==> config.mk <==
export PLATFORM = sky130hd
export DESIGN_NAME = digit_scan_mux
export DESIGN_NICKNAME = d
export VERILOG_FILES = /design/src/rtl/stopwatch_pkg.sv /design/src/rtl/bcd_to_seg.sv /design/src/rtl/digit_scan_mux.sv
export SDC_FILE = /design/constraint.sdc
export NUM_CORES = 1
export LEC_CHECK = 0
export CAP_MARGIN = 20
export CORE_ASPECT_RATIO = 1.1
export CORE_MARGIN = 1.5
export CORE_UTILIZATION = 54
export DETAILED_ROUTE_END_ITERATION = 6
export GPL_TIMING_DRIVEN = 0
export HOLD_SLACK_MARGIN = 0.08
export PLACE_DENSITY = 0.78
export SYNTH_ARGS = -nofsm -noshare
export SYNTH_HDL_FRONTEND = slang
export SYNTH_SLANG_ARGS = --single-unit
==> constraint.sdc <==
create_clock -name clk -period 2.8 [get_ports clk]
set_input_delay 0.7 -clock clk [delete_from_list [all_inputs] [get_ports clk]]
set_output_delay 0.7 -clock clk [all_outputs]
set_load 0.01 [all_outputs]
==> src/rtl/stopwatch_pkg.sv <==
// Shared types and seven-segment glyph constants for the stopwatch display path.
// Glyph bit order is {g,f,e,d,c,b,a}, active-low.
package stopwatch_pkg;

  typedef logic [1:0] digit_idx_t;
  typedef logic [3:0] bcd_t;
  typedef logic [6:0] seg_t;

  // One displayed time value, as four digits.
  typedef struct packed {
    logic [2:0] min_t;
    bcd_t       min_u;
    logic [2:0] sec_t;
    bcd_t       sec_u;
  } time_digits_t;

  localparam seg_t SEG_0    = 7'b1000000;
  localparam seg_t SEG_1    = 7'b1111001;
  localparam seg_t SEG_2    = 7'b0100100;
  localparam seg_t SEG_3    = 7'b0110000;
  localparam seg_t SEG_4    = 7'b0011001;
  localparam seg_t SEG_5    = 7'b0010010;
  localparam seg_t SEG_6    = 7'b0000010;
  localparam seg_t SEG_7    = 7'b1111000;
  localparam seg_t SEG_8    = 7'b0000000;
  localparam seg_t SEG_9    = 7'b0010000;
  localparam seg_t SEG_DASH = 7'b0111111;
  localparam seg_t SEG_OFF  = 7'b1111111;

  localparam logic [3:0] AN_OFF  = 4'b1111;
  localparam bcd_t       BCD_BAD = 4'hF;

  // Widen a tens digit for the BCD decoder, forcing anything above 5 to a code it shows as a dash.
  function automatic bcd_t tens_to_bcd(input logic [2:0] tens);
    return (tens > 3'd5) ? BCD_BAD : {1'b0, tens};
  endfunction

  function automatic logic [3:0] one_cold(input digit_idx_t idx);
    return ~(4'b0001 << idx);
  endfunction

endpackage

==> src/rtl/bcd_to_seg.sv <==
// Combinational BCD to seven-segment glyph decoder; codes above 9 give the dash glyph.
module bcd_to_seg
  import stopwatch_pkg::*;
(
  input  bcd_t digit_i,
  output seg_t seg_o
);

  // NOTE: the default arm assigns seg_o on every path, so no latch can be inferred.
  always_comb begin
    case (digit_i)
      4'd0:    seg_o = SEG_0;
      4'd1:    seg_o = SEG_1;
      4'd2:    seg_o = SEG_2;
      4'd3:    seg_o = SEG_3;
      4'd4:    seg_o = SEG_4;
      4'd5:    seg_o = SEG_5;
      4'd6:    seg_o = SEG_6;
      4'd7:    seg_o = SEG_7;
      4'd8:    seg_o = SEG_8;
      4'd9:    seg_o = SEG_9;
      default: seg_o = SEG_DASH;
    endcase
  end

endmodule

==> src/rtl/digit_scan_mux.sv <==
// Four-digit multiplexed display scanner with lap freeze and a blank slot between digits.
// Optional LEADING_ZERO_BLANK_EN blanks the minutes-tens digit when it shows 0.
module digit_scan_mux
  import stopwatch_pkg::*;
#(
  parameter int SCAN_DIV = 50000
) (
  input  logic       clk,
  input  logic       reset,
  input  logic [3:0] sec_u,
  input  logic [2:0] sec_t,
  input  logic [3:0] min_u,
  input  logic [2:0] min_t,
  input  logic       lap,
  output logic [3:0] an,
  output logic [6:0] seg,
  output logic       dp
);

  localparam int CW = (SCAN_DIV > 2) ? $clog2(SCAN_DIV) : 1;
  localparam logic [CW-1:0] DIV_LAST = CW'(SCAN_DIV - 1);

  logic [CW-1:0] div_cnt_q, div_cnt_d;
  digit_idx_t    idx_q, idx_d;
  logic          lap_q;
  time_digits_t  hold_q, hold_d;
  logic [3:0]    an_q, an_d;
  seg_t          seg_q, seg_d;
  logic          dp_q, dp_d;

  time_digits_t live, src;
  bcd_t         mux_digit;
  seg_t         glyph;
  logic         slot_end;

  assign live     = {min_t, min_u, sec_t, sec_u};
  assign src      = lap_q ? hold_q : live;
  assign slot_end = (div_cnt_q == DIV_LAST);

  always_comb begin
    case (idx_q)
      2'd0:    mux_digit = src.sec_u;
      2'd1:    mux_digit = tens_to_bcd(src.sec_t);
      2'd2:    mux_digit = src.min_u;
      default: mux_digit = tens_to_bcd(src.min_t);
    endcase
  end

  bcd_to_seg u_bcd_to_seg (
    .digit_i (mux_digit),
    .seg_o   (glyph)
  );

  always_comb begin
    div_cnt_d = slot_end ? '0 : div_cnt_q + CW'(1);
    idx_d     = slot_end ? idx_q + 2'd1 : idx_q;
    hold_d    = (lap && !lap_q) ? live : hold_q;

    // The last cycle of every slot is blanked so the old glyph never ghosts onto the next digit.
    if (slot_end) begin
      an_d  = AN_OFF;
      seg_d = SEG_OFF;
      dp_d  = 1'b1;
    end else begin
      an_d  = one_cold(idx_q);
      seg_d = glyph;
      dp_d  = (idx_q != 2'd2);
`ifdef LEADING_ZERO_BLANK_EN
      if (idx_q == 2'd3 && src.min_t == 3'd0) begin
        an_d  = AN_OFF;
        seg_d = SEG_OFF;
      end
`endif
    end
  end

  // NOTE: every register below uses non-blocking assignment so all state updates see pre-edge values.
  always_ff @(posedge clk or posedge reset) begin
    if (reset) begin
      div_cnt_q <= '0;
      idx_q     <= '0;
      lap_q     <= 1'b0;
      hold_q    <= '0;
      an_q      <= AN_OFF;
      seg_q     <= SEG_OFF;
      dp_q      <= 1'b1;
    end else begin
      div_cnt_q <= div_cnt_d;
      idx_q     <= idx_d;
      lap_q     <= lap;
      hold_q    <= hold_d;
      an_q      <= an_d;
      seg_q     <= seg_d;
      dp_q      <= dp_d;
    end
  end

  assign an  = an_q;
  assign seg = seg_q;
  assign dp  = dp_q;

endmodule

# == Word-level counts from Yosys, hierarchy flattened ==
# Memory sizes are Yosys's and may differ from the RTL's.
# Cells that the tools add are included.
# word_totals
regBits,45
rom_bits,112
n_memories,1
# memory_table
name,words,word_bits,rd,rd_ports_with_merged_regs,write_ports,line,text
(no name shown),16,7,1,0,0,bcd_to_seg.sv:11,case (digit_i)
# op_classes
addsub,2
magnitude_cmp,2
n_eq_ne,4
shift,1
n_mux,8
n_bitwise,1
reduce_logical,3
# ops
cell,n
$add A16 B1 Y16 const B,1
$eq A16 B16 Y1 const B,1
$mux W16,1
$mux W14,1
$mux W4,3
$pmux W4 S3,1
$mux W7,1
$gt A3 B3 Y1 const B,2
$not A4 Y4,1
$shl A1 B2 Y4 const A,1
$add A2 B1 Y2 const B,1
$eq A2 B1 Y1 const B,1
$eq A2 B2 Y1 const B,1
$logic_not A2 Y1,1
$ne A2 B2 Y1 const B,1
$logic_and A1 B1 Y1,1
$logic_not A1 Y1,1
$mux W1,1

# == Logic depth before layout (Yosys ltp) ==
# An unclocked memory read counts as a cell.
# depth
word_depth,6
ltp_mapped,9

# == By module ==
# Synthesis repeated with hierarchy kept, for this count alone.
# hier_totals
cells_unflattened,204
area_unflattened_um2,2319.7
# by_module_without_submodules
mod,n_inst,cells_each,area_per_inst_um2,seq_area_each_um2
digit_scan_mux,1,171,2114.5,1114.8
bcd_to_seg,1,33,205.2,0.0

# == Worst setup path before layout ==
# No wires, ideal clock.
# synth_timing
path_kind,input-to-reg
startpoint,input port sec_u[3]
endpoint,register seg_q[3] (netlist: seg[3])
setup_ns,0.067
t_arrival_ns,1.999
required_ns,2.733
slack_ns,0.734
stages,5
n_path_buf,0
path_cell_list,mux2_4 -> a22o_1 -> o21a_1 -> or4b_1 -> nand4_1
# synth_via
elab_chain_cells,4
# synth_lines
element,line,text
from (decl),digit_scan_mux.sv:10,"input logic [3:0] sec_u,"
$mux W14,digit_scan_mux.sv:37,assign src = lap_q ? hold_q : live;
$pmux W4 S3,digit_scan_mux.sv:41,case (idx_q)
$mem_v2 Z16 W7,n/a,
$mux W7,digit_scan_mux.sv:60,if (slot_end) begin
net seg_d[3],digit_scan_mux.sv:28,"seg_t seg_q, seg_d;"
to (signal assigned),digit_scan_mux.sv:93,seg_q <= seg_d;
to (decl),digit_scan_mux.sv:28,
# The timed path passes the listed nets, and every way through them passes these cells.
# A chain may end at the register's enable or synchronous reset.

# == Final worst setup path ==
# layout_timing
startpoint,input port sec_t[1]
endpoint,register seg_q[3] (netlist: seg[3])
# layout_via
elab_chain_cells,6
# layout_lines
element,line,text
from (decl),digit_scan_mux.sv:11,"input logic [2:0] sec_t,"
$mux W14 *,digit_scan_mux.sv:37,
$gt A3 B3 Y1,stopwatch_pkg.sv:35,"return (tens > 3'd5) ? BCD_BAD : {1'b0, tens};"
$mux W4 *,stopwatch_pkg.sv:35,
$pmux W4 S3 *,digit_scan_mux.sv:41,
$mem_v2 Z16 W7 *,n/a,
$mux W7 *,digit_scan_mux.sv:60,
net seg_d[3],digit_scan_mux.sv:28,
# Mark *: on every way through the listed nets, which the timed path passes. The rest lies on a longest branch.

==> impl_metrics.ini <==
[placement]
place_inst = 273
gp_congestion = 0.759
port_buffers = 28
hpwlAfterDp_microns = 2690
dpl_worst_slack_ns = 0.170
dpl_cell_area_sq_um = 2530

[drt]
vias_per_cell = 5.37
wire_per_inst_microns = 13.8
drt_iter0_markers = 61
vias = 1510
drt-pass1-iter-count = 4
wl_microns = 3870
drcViolationCount = 0
drt.antenna.violating_nets = 0

[pwr]
swShare_pct = 24.1
internal-power_mw = 1.03
power_switching_mw = 0.325
ir_worst_vdd_v = 0.000342
p_leak_nw = 1.15
power-per-cell-area_nw_per_um2 = 513
share_seq_of_total_power_pct = 53.1
power.total_mw = 1.35
p_comb_share_pct = 16.5
p_clk_share_pct = 30.4

[logic_synthesis]
yosys.area.top_type_share_pct = 37.7
ys_seq_area_share_pct = 50.9
yosys.cell_count.top_type = dfrtp_1
syn_inst = 193
synth_warnings = 0
async_reset_ff_share_pct = 100
yosysTopAreaCell = dfrtp_1
synthFlopType = dfrtp_1
synth_area_sq_um = 2190
ys_ff_latch = 44
synth-edff-count = 0
synth_common_cells = dfrtp_1 (33), mux2_2 (20), nor2_1 (16), nand2_1 (14), dfstp_2 (11)
synthTopCellsByArea = dfrtp_1 (38%), dfstp_2 (13%), mux2_2 (10%)
synth_area_per_cell_sq_um = 11.3
synth_nets = 219
synth_cell_types = 41

[cts]
clk_latency_ns = 0.30
cts_buffer_depth = 2
ctsHoldBuffers = 0
cts_resized = 0
cts_tree = done
cts_sinks = 44
cts_root_buffer = clkbuf_8
cts_setup_buffers = 0
cts.clk_slew.worst_paths_ns = 0.08
cts-buffers-inserted = 5
htreeDepth = 2

[worst_setup_path]
regToRegSetupSlack_ns = 0.61
critical_path_arrival_ns = 2.55
cp-start-kind = primary input
ff2ff_path_depth = 9
r2r_end = seg[3]
crit_type = in -> reg
critPathRequiredTime_ns = 3.03
rr_startpoint = idx_q[1]
worstPathMaxFanout = 8
cp-end-kind = flop

[timing]
fin_ws_ns = 0.487
layout_worst_path_cycle_share_pct = 82.6
hold_viol = 0
rsz0062_at_grt = false
hold_ws_ns = 0.492
fin_setup_tns_ns = 0
relSlewSlack_pct = 40.8
setup_violations = 0
maxSlewViolCount = 0
period_minus_slack_ns = 2.31
worst_pin_slew_ns = 0.887
skew_ns = 0.0116
clock.fmax_mhz = 432

[min_path]
hold_depth = 1
holdPathEnd = div_cnt_q[0]
hold_class = reg -> reg
hold_path_startpoint = div_cnt_q[0]

[cells_and_area]
final-instance-count-excl-fill = 281
regArea_sq_um = 1110
antennaDiodeCount = 0
final_nets = 254
multi_input_area_sq_um = 1000
drive_above_1_share_pct = 21.4
design_area_sq_um = 2630
area_growth_pct = 20.1
fillerInstances = 308
finalCoreUtilization_pct = 66.8

[grt]
gr-total-overflow = 0
grt_pass1_wl_microns = 6600
antenna_found_initial = 0
grt_max_degree = 45
track_usage_pct = 19.1
grt_pass1_vias = 1442

[job]
maxCapViolations = 0

[floorplanning]
io_pins = 29
die_y_microns = 69.8
dieArea_sq_um = 4450
die_w_microns = 63.7
rows = 24
core_region_area_sq_um = 3930
start_util_pct = 55.7

[status]
status = completed
-- registers in the layout, indices dropped and copies added, names as in the netlist --
| name | flops |
|---|---|
| idx_q | 2 |
| hold_q | 14 |
| div_cnt_q | 16 |
| dp | 1 |
| lap_q | 1 |
| an | 3 |
| seg | 7 |
-- power groups by stage --
stage	combinational (mW)	clock, mW	sequential (mW)
after global routing	0.245	0.454	0.723
after floorplan	0.125	0	0.738
after detailed placement	0.224	0	0.730
after global placement	0.220	0	0.728
final	0.223	0.410	0.717
after CTS	0.225	0.419	0.718
-- cell families (layout without fill, tap and decap cells) --
family,after synthesis,in the layout,synth area share [%]
AOI/OAI and AO/OA,24,24,7.83
xor gates and xnor gates,15,15,6.00
adders and majority gates,9,9,5.14
buffers and inverters,15,51,3.37
DFF,44,44,50.9
muxes,25,25,13.1
and+or+nand+nor,61,61,13.7
-- area by class of cell --
cell class	count	share of cell area (%)
Buffer	8	1.81
Inverter	7	1.00
Timing Repair Buffer	28	10.7
Multi-Input combinational cell	134	38.1
Clock buffer	7	3.28
Sequential cell	44	42.4
Tap cell	52	2.48
Clock inverter	1	0.286
-- layer usage --
layer	track usage, %	vias up	part of all wire [%]
met1	24.7	733	45
met2	31.2	24	50
li1	-	747	-
met3	4.55	6	3.3
met5	0	-	0
met4	7.00	0	1.4
-- placed cells by master, fill, tap and decap left out, types with 4 or more instances in the layout --
| cell | count |
|---|---|
| inv_1 | 5 |
| mux2_2 | 20 |
| xor2_1 | 9 |
| xnor2_1 | 6 |
| nand3_1 | 10 |
| nor3_1 | 4 |
| nor2_1 | 16 |
| dfstp_2 | 11 |
| a21oi_1 | 5 |
| clkbuf_8 | 6 |
| nand2_1 | 14 |
| dfrtp_1 | 33 |
| a22oi_1 | 5 |
| nand4_1 | 4 |
| clkbuf_1 | 4 |
| clkdlybuf4s50_1 | 28 |
| o21ai_0 | 4 |
| ha_1 | 9 |
-- worst max-delay path by stage --
| stage | cells past startpoint | startpoint | endpoint | slack [ns] |
|---|---|---|---|---|
| global route | 7 | sec_t[1] | seg[3] | 0.41 |
| CTS | 7 | sec_t[1] | seg[3] | 0.48 |
| floorplan | 5 | sec_u[3] | seg[3] | 0.73 |
| global placement | 7 | sec_t[1] | seg[3] | 0.19 |
| finish | 7 | sec_t[1] | seg[3] | 0.49 |
| detailed placement | 7 | sec_t[1] | seg[3] | 0.17 |
-- worst max-delay path: stages --
cell and delay [ns]:
clkdlybuf4s50_1 0.44, mux2_4 0.28, a22oi_1 0.20, a32o_2 0.18, inv_2 0.08, or4b_1 0.55, nand4_1 0.11
(Power assumes the default switching activity.)
